`config.mk`:
```
export PLATFORM = sky130hd
export DESIGN_NAME = sample_frame_collector_flat
export DESIGN_NICKNAME = d
export VERILOG_FILES = /design/src/rtl/sample_frame_collector_if.sv /design/src/rtl/sample_frame_collector.sv /design/src/flat_wrapper.sv
export SDC_FILE = /design/constraint.sdc
export NUM_CORES = 1
export LEC_CHECK = 0
export ABC_AREA = 1
export CAP_MARGIN = 20
export CELL_PAD_IN_SITES_DETAIL_PLACEMENT = 0
export CELL_PAD_IN_SITES_GLOBAL_PLACEMENT = 1
export CORE_ASPECT_RATIO = 0.7
export CORE_UTILIZATION = 43
export CTS_BUF_LIST = sky130_fd_sc_hd__clkbuf_8
export DETAILED_ROUTE_END_ITERATION = 12
export PLACE_DENSITY_LB_ADDON = 0.1
export RECOVER_POWER = 50
export SLEW_MARGIN = 5
export SYNTH_ARGS = -nofsm -noshare
export SYNTH_HDL_FRONTEND = slang
export SYNTH_SLANG_ARGS = --single-unit
```
`constraint.sdc`:
```
create_clock -name clk -period 2.6 [get_ports clk]
set_clock_uncertainty 0.2 [all_clocks]
set_input_delay 0.52 -clock clk [delete_from_list [all_inputs] [get_ports clk]]
set_output_delay 0.52 -clock clk [all_outputs]
set_load 0.01 [all_outputs]
```
`src/rtl/sample_frame_collector_if.sv`:
```
`timescale 1ns/1ps
`default_nettype none
// ============================================================================
// Module   : sample_frame_collector_if
// Purpose  : Bundles the sample stream (valid/ready/last) and the parallel
//            frame output (valid/ready/len) of the sample frame collector.
//            master = sample source / frame sink, slave = collector.
// Revision : 1.0 - initial release
// ============================================================================
interface sample_frame_collector_if #(
  parameter int FFT_POINTS = 16,
  parameter int DATA_WIDTH = 30
);
  localparam int LEN_W = $clog2(FFT_POINTS) + 1;

  logic [DATA_WIDTH-1:0]                 s_data;
  logic                                  s_valid;
  logic                                  s_ready;
  logic                                  s_last;
  logic [FFT_POINTS-1:0][DATA_WIDTH-1:0] frame_data;
  logic                                  frame_valid;
  logic                                  frame_ready;
  logic [LEN_W-1:0]                      frame_len;

  modport master (
    output s_data, s_valid, s_last, frame_ready,
    input  s_ready, frame_data, frame_valid, frame_len
  );

  modport slave (
    input  s_data, s_valid, s_last, frame_ready,
    output s_ready, frame_data, frame_valid, frame_len
  );
endinterface
`default_nettype wire

```
`src/rtl/sample_frame_collector.sv`:
```
`timescale 1ns/1ps
`default_nettype none
// ============================================================================
// Module   : sample_frame_collector
// Purpose  : Packs a valid/ready sample stream into an FFT_POINTS-wide frame.
//            Capture bank fills while the output bank holds the previous
//            frame; short frames (s_last) are zero-filled.
// Options  : FRAME_ZERO_PAD_EN - capture only FFT_POINTS/2 samples per frame,
//            upper half of every frame is zero.
// Revision : 1.0 - initial release
// ============================================================================
module sample_frame_collector #(
  parameter int FFT_POINTS = 16,
  parameter int DATA_WIDTH = 30
) (
  input  logic                       clk,
  input  logic                       rst_n,
  sample_frame_collector_if.slave    sfc
);

  localparam int IDX_W = $clog2(FFT_POINTS);
  localparam int LEN_W = IDX_W + 1;
`ifdef FRAME_ZERO_PAD_EN
  localparam int N_IN  = FFT_POINTS / 2;
`else
  localparam int N_IN  = FFT_POINTS;
`endif

  typedef enum logic [0:0] {
    ST_FILL = 1'b0,
    ST_FULL = 1'b1
  } state_t;

  state_t                                state_q;
  logic [IDX_W-1:0]                      wr_idx_q;
  logic [N_IN-1:0][DATA_WIDTH-1:0]       cap_q;
  logic [FFT_POINTS-1:0][DATA_WIDTH-1:0] frame_data_q;
  logic                                  frame_valid_q;
  logic [LEN_W-1:0]                      frame_len_q;

  logic                                  accept_d;
  logic                                  complete_d;
  logic                                  out_free_d;
  logic [LEN_W-1:0]                      frame_len_d;
  logic [FFT_POINTS-1:0][DATA_WIDTH-1:0] fill_frame_d;
  logic [FFT_POINTS-1:0][DATA_WIDTH-1:0] full_frame_d;

  // Ready is held low during reset so no sample slips in while rst_n is low.
  assign sfc.s_ready     = rst_n & (state_q == ST_FILL);
  assign sfc.frame_data  = frame_data_q;
  assign sfc.frame_valid = frame_valid_q;
  assign sfc.frame_len   = frame_len_q;

  assign accept_d    = sfc.s_valid & sfc.s_ready;
  assign complete_d  = accept_d & (sfc.s_last | (wr_idx_q == IDX_W'(N_IN - 1)));
  assign out_free_d  = ~frame_valid_q | sfc.frame_ready;
  assign frame_len_d = LEN_W'(wr_idx_q) + LEN_W'(1);

  // Candidate output frames: direct bypass (incoming sample lands at wr_idx)
  // and drain from a full capture bank; slots past the last real sample are 0.
  always_comb begin
    fill_frame_d = '0;
    full_frame_d = '0;
    for (int i = 0; i < N_IN; i++) begin
      if (IDX_W'(i) < wr_idx_q) begin
        fill_frame_d[i] = cap_q[i];
      end else if (IDX_W'(i) == wr_idx_q) begin
        fill_frame_d[i] = sfc.s_data;
      end
      if (IDX_W'(i) <= wr_idx_q) begin
        full_frame_d[i] = cap_q[i];
      end
    end
  end

  // Collector FSM: capture samples, hand frames to the output bank.
  always_ff @(posedge clk or negedge rst_n) begin
    if (!rst_n) begin
      state_q       <= ST_FILL;
      wr_idx_q      <= '0;
      cap_q         <= '0;
      frame_data_q  <= '0;
      frame_valid_q <= 1'b0;
      frame_len_q   <= '0;
    end else begin
      // Consumed frame drops valid unless a transfer below refills it.
      if (frame_valid_q && sfc.frame_ready) begin
        frame_valid_q <= 1'b0;
      end
      case (state_q)
        ST_FILL: begin
          if (accept_d) begin
            if (complete_d && out_free_d) begin
              frame_data_q  <= fill_frame_d;
              frame_len_q   <= frame_len_d;
              frame_valid_q <= 1'b1;
              wr_idx_q      <= '0;
            end else begin
              for (int i = 0; i < N_IN; i++) begin
                if (IDX_W'(i) == wr_idx_q) begin
                  cap_q[i] <= sfc.s_data;
                end
              end
              // wr_idx stays on the last sample in FULL so it encodes the count.
              if (complete_d) begin
                state_q <= ST_FULL;
              end else begin
                wr_idx_q <= wr_idx_q + IDX_W'(1);
              end
            end
          end
        end
        ST_FULL: begin
          if (sfc.frame_ready) begin
            frame_data_q  <= full_frame_d;
            frame_len_q   <= frame_len_d;
            frame_valid_q <= 1'b1;
            wr_idx_q      <= '0;
            state_q       <= ST_FILL;
          end
        end
        default: state_q <= ST_FILL;
      endcase
    end
  end

endmodule
`default_nettype wire

```
`src/flat_wrapper.sv`:
```
// flat-port wrapper written by rule: the top's interface ports become plain ports
module sample_frame_collector_flat 
#(
  parameter int FFT_POINTS = 16,
  parameter int DATA_WIDTH = 30
)
  (clk, rst_n, sfc_s_data, sfc_s_valid, sfc_s_last, sfc_frame_ready, sfc_s_ready, sfc_frame_data, sfc_frame_valid, sfc_frame_len);
  sample_frame_collector_if #(.FFT_POINTS(FFT_POINTS), .DATA_WIDTH(DATA_WIDTH)) sfc_i ();
  input  logic clk;
  input  logic rst_n;
  input wire logic [$bits(sfc_i.s_data)-1:0] sfc_s_data;
  input wire logic [$bits(sfc_i.s_valid)-1:0] sfc_s_valid;
  input wire logic [$bits(sfc_i.s_last)-1:0] sfc_s_last;
  input wire logic [$bits(sfc_i.frame_ready)-1:0] sfc_frame_ready;
  output wire logic [$bits(sfc_i.s_ready)-1:0] sfc_s_ready;
  output wire logic [$bits(sfc_i.frame_data)-1:0] sfc_frame_data;
  output wire logic [$bits(sfc_i.frame_valid)-1:0] sfc_frame_valid;
  output wire logic [$bits(sfc_i.frame_len)-1:0] sfc_frame_len;
  assign sfc_i.s_data = sfc_s_data;
  assign sfc_i.s_valid = sfc_s_valid;
  assign sfc_i.s_last = sfc_s_last;
  assign sfc_i.frame_ready = sfc_frame_ready;
  assign sfc_s_ready = sfc_i.s_ready;
  assign sfc_frame_data = sfc_i.frame_data;
  assign sfc_frame_valid = sfc_i.frame_valid;
  assign sfc_frame_len = sfc_i.frame_len;
  sample_frame_collector #(.FFT_POINTS(FFT_POINTS), .DATA_WIDTH(DATA_WIDTH)) u_core (.clk(clk), .rst_n(rst_n), .sfc(sfc_i));
endmodule
```
# [Word-level counts from Yosys, hierarchy flattened]
# Index checks and enable logic that the tools add are counted.
[op_classes] bitwise=8 add_sub_neg=2 n_eq_ne=20 magnitude_cmp=32 reduce_logical=21 muxes=71
[op_table] op="30-bit two-way mux" n=48
[op_table] op="480-bit two-way mux" n=3
[op_table] op="480-bit one-hot mux with 2 select lines" n=1
[op_table] op="4-bit AND reduction" n=16
[op_table] op="4-bit equality test (first input constant)" n=8
[op_table] op="4-bit <= comparator (first input constant)" n=8
[op_table] op="4-bit < comparator (first input constant)" n=8
[op_table] op="3-bit by 4-bit equality test with 1-bit output (first input constant)" n=4
[op_table] op="3-bit by 4-bit <= comparator with 1-bit output (first input constant)" n=4
[op_table] op="3-bit by 4-bit < comparator with 1-bit output (first input constant)" n=4
[op_table] op="4-bit two-way mux" n=4
[op_table] op="5-bit two-way mux" n=3
[op_table] op="5-bit one-hot mux with 2 select lines" n=1
[op_table] op="2-bit by 4-bit equality test with 1-bit output (first input constant)" n=2
[op_table] op="1-bit by 4-bit <= comparator with 1-bit output (first input constant)" n=2
[op_table] op="2-bit by 4-bit <= comparator with 1-bit output (first input constant)" n=2
[op_table] op="1-bit by 4-bit < comparator with 1-bit output (first input constant)" n=2
[op_table] op="2-bit by 4-bit < comparator with 1-bit output (first input constant)" n=2
[op_table] op="1-bit two-way mux" n=8
[op_table] op="4-bit one-hot mux with 2 select lines" n=1
[op_table] op="3-bit AND reduction" n=2
[op_table] op="4-bit by 1-bit adder with 5-bit output (second input constant)" n=1
[op_table] op="4-bit by 1-bit adder with 4-bit output (second input constant)" n=1
[op_table] op="1-bit by 4-bit equality test with 1-bit output (first input constant)" n=1
[op_table] op="10 further kinds" n=18
[totals] wordCells=190 regBits=971 inputBits=35 output_inout_bits=487

# [Logic depth before layout (Yosys ltp)]
# Gate-level depths: netlist (run 1).
[logic_depth] depth_word=8 ltp_mapped=12 depth_no_buf=10

# [Least setup slack after synthesis (run 1)]
# Ideal clock, no wire load.
[synth_path] path_type="reg-to-reg" start="reg u_core.wr_idx_q[1]" end="reg u_core.frame_data_q, in the netlist u_core.sfc.frame_data[79]" slack_ns=0.505 t_required_ns=2.284 setup_ns=0.116 arrival_ns=1.779 path_stages_with_launch=12 path_buffers=3 period_less_slack_ns=2.095 cell_sequence="dfrtp_1 > ha_1 > nand3_2 > nand2_1 > nand3_4 > nand2_2 > nand2_2 > buf_6 > buf_2 > buf_2 > nand2_1 > nand2_1"
[synth_between] elab_chain_len=6
[synth_lines] item="start: declaration" line_no="sample_frame_collector.sv:35" text="logic [IDX_W-1:0] wr_idx_q;"
[synth_lines] item="start signal: assignment" line_no="sample_frame_collector.sv:108" text="wr_idx_q <= wr_idx_q + IDX_W'(1);"
[synth_lines] item="parallel branches: the longest is 6 deep, another holds 2-bit by 4-bit < comparator with 1-bit output"
[synth_lines] item="end signal: assignment" line_no="sample_frame_collector.sv:94" text="frame_data_q <= fill_frame_d;"
[synth_lines] item="end signal: assignment" line_no="sample_frame_collector.sv:115" text="frame_data_q <= full_frame_d;"
[synth_lines] item="end: declaration" line_no="sample_frame_collector.sv:37" text="logic [FFT_POINTS-1:0][DATA_WIDTH-1:0] frame_data_q;"
# Parallel ways; which one is timed is not known. The select of a mux whose other input is x is not followed.
# A chain may end at the register's enable or synchronous reset.

# [Worst setup path in the final report (run 1)]
[layout_path] start="reg u_core.frame_data_q, in the netlist u_core.sfc.frame_data[210]" end="out sfc_frame_data[210]"
[layout_rtl] item="end: declaration" line_no="flat_wrapper.sv:16" text="output wire logic [$bits(sfc_i.frame_data)-1:0] sfc_frame_data;"
# No word-level cell between the ends.

==> results of run 1 <==
[layout by cell type (no fill, tap or decap), drive strengths merged]
master,count
clkinv,14
nor3,2
nor2,146
nand4,34
bufinv,1
clkdlybuf4s50,446
dlygate4sd2,73
a21oi,119
o22ai,30
o211ai,1
nand3,212
a22o,30
inv,194
diode,9
dfrtp,971
nand3b,1
clkinvlp,3
o21ai,673
buf,287
or2,1
dlygate4sd3,2
clkbuf,226
a31oi,30
nand2,2663
ha,5
[what timing repair did]
item | 4_1_cts | 5_1_grt
gates resized for setup | 89 | 5
endpoints found under the hold margin | 683 | 0
endpoints found under the setup margin | 74 | 58
hold buffers | 2 | 0
buffers inserted | 2 | 0
pin swaps | 0 | 0
[routing by layer]
metal / vias up / routed length [um] / share of wire [%]
met5: - / 123 / 0.076
li1: 18540 / - / -
met3: 217 / 14410 / 8.9
met4: 20 / 2963 / 1.8
met1: 19190 / 76270 / 47
met2: 1635 / 68890 / 42
[stage by stage]
step | area [um^2] | utilization (%) | worst slack [ns]
after floorplan | 43140 | - | 0.5046
after global placement | 51770 | 52.44 | 0.01038
after detailed placement | 51770 | 52.44 | -0.01065
after CTS | 54910 | 55.62 | 0.001454
after global routing | 54640 | 55.34 | 0.01077
final | 54650 | 55.35 | 0.05453
[kinds of logic (layout without fill, tap and decap cells)]
kind of cell               after synthesis  count (layout)
other                                    0               9
DFF                                    971             971
buffers and inverters                  542            1246
and+or+nand+nor                       3059            3059
adders and majority gates                5               5
AOI/OAI and AO/OA                      883             883
[power by group]
part	internal (uW)	total [uW]	switching [uW]
Sequential	18600	20700	2180
Clock	7230	13600	6400
Combinational	6030	15500	9430
Total	31800	49800	18000
[sequential cells by signal, indices dropped and copies added (netlist names)]
| signal | flops |
|---|---|
| u_core.sfc.frame_valid | 1 |
| u_core.wr_idx_q | 4 |
| u_core.state_q | 1 |
| u_core.cap_q | 480 |
| u_core.sfc.frame_len | 5 |
| u_core.sfc.frame_data | 480 |
[worst paths after layout]
check | endpoint | depth (start not counted) | from
worst max register to register | u_core.sfc.frame_data[398] | 10 | u_core.wr_idx_q[1]
worst min register to register | u_core.sfc.frame_data[131] | 2 | u_core.sfc.frame_data[131]
worst min-delay path | u_core.sfc.frame_valid | 3 | sfc_frame_ready
max in group asynchronous | u_core.sfc.frame_data[361] | 5 | rst_n
min in group asynchronous | u_core.cap_q[237] | 4 | rst_n
worst max-delay path | sfc_frame_data[210] | 1 | u_core.sfc.frame_data[210]
[final cells by class]
| class | count | share of cell area (%) |
|---|---|---|
| Antenna cell | 9 | 0.04121 |
| Clock buffer | 209 | 5.264 |
| Clock inverter | 63 | 0.5586 |
| Inverter | 149 | 1.051 |
| Multi-Input combinational cell | 3947 | 30.48 |
| Sequential cell | 971 | 44.48 |
| Tap cell | 1323 | 3.029 |
| Timing Repair Buffer | 825 | 15.10 |
==> flow_summary.rst, run 1 <==
.. list-table::
   :header-rows: 1

   * - Metric
     - Value
   * - Worst path top cell family by delay
     - buffers and inverters
   * - Die height
     - between 200 and 300 um
   * - Setup violation total in the final timing report
     - 0
   * - Cell chain of the critical path
     - clkdlybuf4s50_1
   * - Endpoints failing hold
     - 0
   * - Flip-flop cell with the highest count after synthesis
     - sky130_fd_sc_hd__dfrtp_1
   * - Initial DRC Count
     - 4398
   * - Multi-input logic area
     - approximately 17000 um^2
   * - Post-detailed-placement half-perimeter wirelength
     - ~110000 um
   * - Synthesized area divided by synthesized cell count
     - roughly 8 um^2
   * - Layout area overhead
     - 26.69%
   * - Wire length of the first global-routing pass
     - approximately 240000 um
   * - Sum of negative setup slack
     - 0 ns
   * - Global routing met2 resource utilization
     - between 40% and 50%
   * - Share of layout cells above drive strength 1
     - a little under a tenth
   * - Core box area
     - between 90000 and 100000 um^2
   * - Count of buffers inserted at the top-level ports
     - about 520
   * - Final-report max-slew violation count
     - 0
   * - Placer congestion estimate
     - ~0.92
   * - Total congestion overflow
     - 0
   * - Total via count after detailed routing
     - slightly below 40000
   * - Largest stage delay on the critical path
     - roughly 0.57 ns
   * - Arrival time worst endpoint
     - 1.83 ns
   * - Worst-path maximum fanout
     - 2
   * - Count of boundary I/O pins
     - ~520
   * - Power density of the placed cells
     - 911.7 nW/um^2
   * - Number of clock sinks
     - between 900 and 1000
   * - Number of H-tree branching levels
     - 4
   * - Syn_nets
     - 5500
   * - Endpoint type of the worst setup path
     - primary output
   * - Maximum number of pins on one net before global-route repair
     - 150
   * - Routed WL
     - ~160000 um
   * - First-pass DRT Iterations
     - 6
   * - Crit Path Class
     - reg -> out
   * - Post-synth top area share
     - around 56%
   * - Root Buffer
     - sky130_fd_sc_hd__clkbuf_8
   * - Max_slew headroom
     - ~3.5%
   * - Post-synth cell types
     - 30
   * - Routed length per placed instance
     - about 22 um
   * - Maximum clock rate
     - between 300 and 400 MHz
   * - Slowest library cell on the worst path
     - sky130_fd_sc_hd__clkdlybuf4s50_1
   * - Cell types occupying the most area after synthesis
     - sky130_fd_sc_hd__dfrtp_1 (56%), sky130_fd_sc_hd__nand2_1 (23%), sky130_fd_sc_hd__o21ai_0 (6.9%)
   * - Clock buffer count from CTS
     - ~160
   * - Warning count from the yosys run
     - 0
   * - Leak pwr
     - 0.02781 uW
   * - Bufs on Longest Clock Path
     - 3
   * - Worst path required time
     - between 1.5 and 2 ns
   * - Number of fillers in the final layout
     - approximately 9600
   * - Area fraction in and, or, nand and nor cells after synthesis
     - between 20 and 30%
   * - Largest family of logic cells by synthesized area
     - simple AND/OR/NAND/NOR gates
   * - Number of maximum-capacitance constraint violations
     - 0
   * - Peak supply drop
     - 0.0005237 V
   * - Final min period
     - roughly 2.5 ns
   * - Vias per Instance
     - ~5.3
   * - Async set or reset register ratio after synthesis
     - 100.0%
   * - Clock latency reported for the late side of the worst-skew pair
     - approximately 0.86 ns
   * - CTS tree
     - built
   * - Portion of netlist area occupied by mux cells
     - 0%
   * - Most instantiated cells after synthesis
     - sky130_fd_sc_hd__nand2_1 (2659), sky130_fd_sc_hd__dfrtp_1 (971), sky130_fd_sc_hd__o21ai_0 (598)
   * - Mapped Cells
     - roughly 5500
   * - Worst setup SP type
     - register
   * - Library cell with the largest summed area after synthesis
     - sky130_fd_sc_hd__dfrtp_1
   * - Most instantiated library cell after synthesis
     - sky130_fd_sc_hd__nand2_1
   * - Global routing usage on met1
     - 48.44%
   * - Effective utilization at floorplan
     - a little over two fifths
   * - Post-synth EDFFs
     - 0
   * - Floorplan die area
     - approximately 100000 um^2
   * - Clock-pin slew on the worst setup and hold paths
     - 0.07 ns
   * - Fraction of the mapped netlist area in compound gates
     - between 10% and 20%
   * - Cell Area, Synth
     - 43140 um^2
   * - HP Class
     - in -> reg
   * - Vias in the first global route
     - between 30000 and 40000
   * - Setup repair after global routing missed its margin
     - false
   * - Number of placed instances with taps included
     - around 7200
   * - Global-route usage over all layers
     - 31.86%
   * - Final worst path period share
     - a little over nine tenths
   * - GR Util met3
     - 7.198%
   * - Final hold slack
     - roughly 0.20 ns
   * - Adder and majority gate portion of the synthesized area
     - less than 1%
   * - Post-synthesis sequential area ratio
     - approximately 56%
   * - Worst Path Buf+Inv
     - 1
   * - Run status
     - completed
   * - Number of nets still failing antenna checks after routing
     - 0
   * - Final-stage net count
     - a little over 6000
   * - Post-route non-filler standard cell count
     - roughly 7500
   * - Worst reg2reg setup slack
     - 0.07 ns
   * - Global-route layer with the greatest usage
     - met1
   * - Synthesized-area fraction occupied by xor and xnor cells
     - 0%
   * - Count of standard-cell rows
     - 96
   * - Flops & latches, synth
     - a little under 1000
   * - Power consumption
     - roughly 50000 uW
   * - Register area
     - ~24000 um^2
   * - Number of design rule violations left after detail routing
     - 0
   * - Measured slew at the worst slew-check pin
     - about 1.4 ns
   * - Overall die width
     - about 380 um
   * - Number of antenna violations at the first check in global routing
     - 16
No activity file was read; power rests on OpenSTA's default activity.
==> run 2: changes to the inputs <==
--- a/config.mk
+++ b/config.mk
@@ -6,6 +6,7 @@
 export NUM_CORES = 1
 export LEC_CHECK = 0
 export ABC_AREA = 1
+export ABC_CLOCK_PERIOD_IN_PS = 2600
 export CAP_MARGIN = 20
 export CELL_PAD_IN_SITES_DETAIL_PLACEMENT = 0
 export CELL_PAD_IN_SITES_GLOBAL_PLACEMENT = 1
==> constraint.sdc (replaced) <==
create_clock -name clk -period 2.6 [get_ports clk]
set_clock_uncertainty 0.2 [all_clocks]
set_input_delay 0.52 -clock clk [delete_from_list [all_inputs] [get_ports clk]]
set_output_delay 0.52 -clock clk [all_outputs]
set_load 0.05 [all_outputs]
==> run 2 against run 1 <==
Die area is the same. Combinational power grew 21%. Sequential share of layout area grew 0.65 points. Routed wire length shrank 0.70%. Critical endpoint is now sfc_frame_data[300].
==> flow_summary.rst, run 2 (synthesized netlist as in run 1, its figures left out) <==
.. list-table::
   :header-rows: 1

   * - Metric
     - Value
   * - Wire length of the first global-routing pass
     - 241300 um
   * - Number of antenna violations at the first check in global routing
     - 12
   * - Worst path required time
     - about 1.9 ns
   * - Maximum number of pins on one net before global-route repair
     - about 150
   * - Count of boundary I/O pins
     - 522
   * - Post-detailed-placement half-perimeter wirelength
     - 112300 um
   * - Final worst path period share
     - 97.87%
   * - Initial DRC Count
     - around 4200
   * - Number of nets still failing antenna checks after routing
     - 0
   * - Layout area overhead
     - 24.84%
   * - Worst reg2reg setup slack
     - roughly 0.055 ns
   * - Routed WL
     - ~160000 um
   * - Clock-pin slew on the worst setup and hold paths
     - roughly 0.07 ns
   * - Number of maximum-capacitance constraint violations
     - 0
   * - First-pass DRT Iterations
     - 6
   * - Clock buffer count from CTS
     - 157
   * - Maximum clock rate
     - 393.0 MHz
   * - Count of standard-cell rows
     - 96
   * - Final min period
     - around 2.5 ns
   * - Worst-path maximum fanout
     - 2
   * - Vias in the first global route
     - about 37000
   * - Endpoint type of the worst setup path
     - primary output
   * - Worst flop-to-flop path endpoint
     - u_core.sfc.frame_data[446]
   * - Largest stage delay on the critical path
     - around 0.53 ns
   * - Vias per Instance
     - roughly 5.3
   * - Peak supply drop
     - between 0.0007 and 0.0008 V
   * - Endpoints failing hold
     - 0
   * - Count of buffers inserted at the top-level ports
     - about 520
   * - R2r startpoint
     - u_core.wr_idx_q[0]
   * - Worst reg2reg path depth
     - 9
   * - Worst Path Buf+Inv
     - 1
   * - Crit Path Class
     - reg -> out
   * - Number of clock sinks
     - 971
   * - CTS tree
     - built
   * - Measured slew at the worst slew-check pin
     - roughly 1.4 ns
   * - Power density of the placed cells
     - 980.0 nW/um^2
   * - Placer congestion estimate
     - about 0.9
   * - Most used cells in the layout excluding fill and tap cells
     - sky130_fd_sc_hd__nand2_1 (2658), sky130_fd_sc_hd__dfrtp_1 (969), sky130_fd_sc_hd__o21ai_0 (626), sky130_fd_sc_hd__dlygate4sd2_1 (414), sky130_fd_sc_hd__nand3_1 (200)
   * - Overall die width
     - 380.6 um
   * - Total congestion overflow
     - 0
   * - Setup violation total in the final timing report
     - 0
   * - Core box area
     - around 100000 um^2
   * - Die height
     - approximately 270 um
   * - Utilization after layout
     - a little over half
   * - Final hold slack
     - about 0.12 ns
   * - Cell chain of the critical path
     - clkdlybuf4s15_1
   * - HP Class
     - in -> async
   * - Worst setup SP type
     - register
   * - Leak pwr
     - slightly below 0.03 uW
   * - Slowest library cell on the worst path
     - sky130_fd_sc_hd__clkdlybuf4s15_1
   * - Routed length per placed instance
     - approximately 22 um
   * - Run status
     - completed
   * - Number of design rule violations left after detail routing
     - 0
   * - Effective utilization at floorplan
     - around 44%
   * - Global-route usage over all layers
     - a little under a third
   * - Floorplan die area
     - slightly above 100000 um^2
   * - Bufs on Longest Clock Path
     - 3
   * - Total via count after detailed routing
     - 39550
   * - Arrival time worst endpoint
     - 1.82 ns
   * - Max_slew headroom
     - approximately 4.1%
   * - Post CTS Setup Buffer Count
     - 0
   * - Final-report max-slew violation count
     - 0
   * - Root Buffer
     - sky130_fd_sc_hd__clkbuf_8
   * - Share of layout cells above drive strength 1
     - around a tenth
   * - Sum of negative setup slack
     - 0 ns
   * - Setup repair after global routing missed its margin
     - false
   * - Most common cell after layout, fill and taps aside
     - sky130_fd_sc_hd__nand2_1
   * - Clock latency reported for the late side of the worst-skew pair
     - 0.86 ns
   * - Final-stage net count
     - about 6000
   * - Number of H-tree branching levels
     - 4
   * - Worst path top cell family by delay
     - buffers and inverters
-- run 2: through the flow --
step	power (uW)	cell area, um^2	instances	setup slack, ns
global route	55610	53850	7481	0.01087
detailed placement	40510	51520	7202	-0.05917
global placement	40280	51520	7202	-0.03131
floorplan	32240	43140	5460	0.4889
finish	52770	53850	7482	0.05534
CTS	53130	54180	7480	0.0001725
-- run 2: worst max-delay path by stage --
stage / from / endpoint / slack (ns) / depth (start not counted)
after detailed placement: sfc_s_valid / u_core.sfc.frame_data[92] / -0.06 / 10
final: u_core.sfc.frame_data[300] / sfc_frame_data[300] / 0.06 / 1
after CTS: u_core.sfc.frame_data[275] / sfc_frame_data[275] / 0.0002 / 1
after floorplan: u_core.state_q / u_core.cap_q[293] / 0.49 / 11
after global placement: sfc_s_valid / u_core.sfc.frame_data[92] / -0.03 / 10
after global routing: u_core.wr_idx_q[0] / u_core.cap_q[389] / 0.01 / 10
-- run 2: layer usage --
metal	GRT usage [%]	part of all wire, %	vias up
met2	44.79	42	1523
met5	0	0.040	-
met1	48.23	47	19300
li1	-	-	18530
met4	9.056	2.1	10
met3	7.053	8.6	189
-- run 2: repair_timing --
item / in CTS / in global routing
endpoints found under the setup margin: 465 / 140
hold buffers: 2 / 0
resized for setup: 537 / 3
endpoints found under the hold margin: 650 / 0
gates cloned: 0 / 0
-- run 2: final cells by class --
class	count	area, um^2
flip-flops and latches	971	24300
multi-input cells	3947	16680
diodes	2	5.005
clock buffers	195	2684
repair buffers	814	7512
fillers	9783	44890
well taps	1323	1655
clock inverters	81	435.4
inverters	149	574.3
-- run 2: where the power goes --
group	internal, uW	total (uW)	switching, uW
clock	7040	13400	6390
combinational	5140	18700	13500
sequential	18600	20700	2110
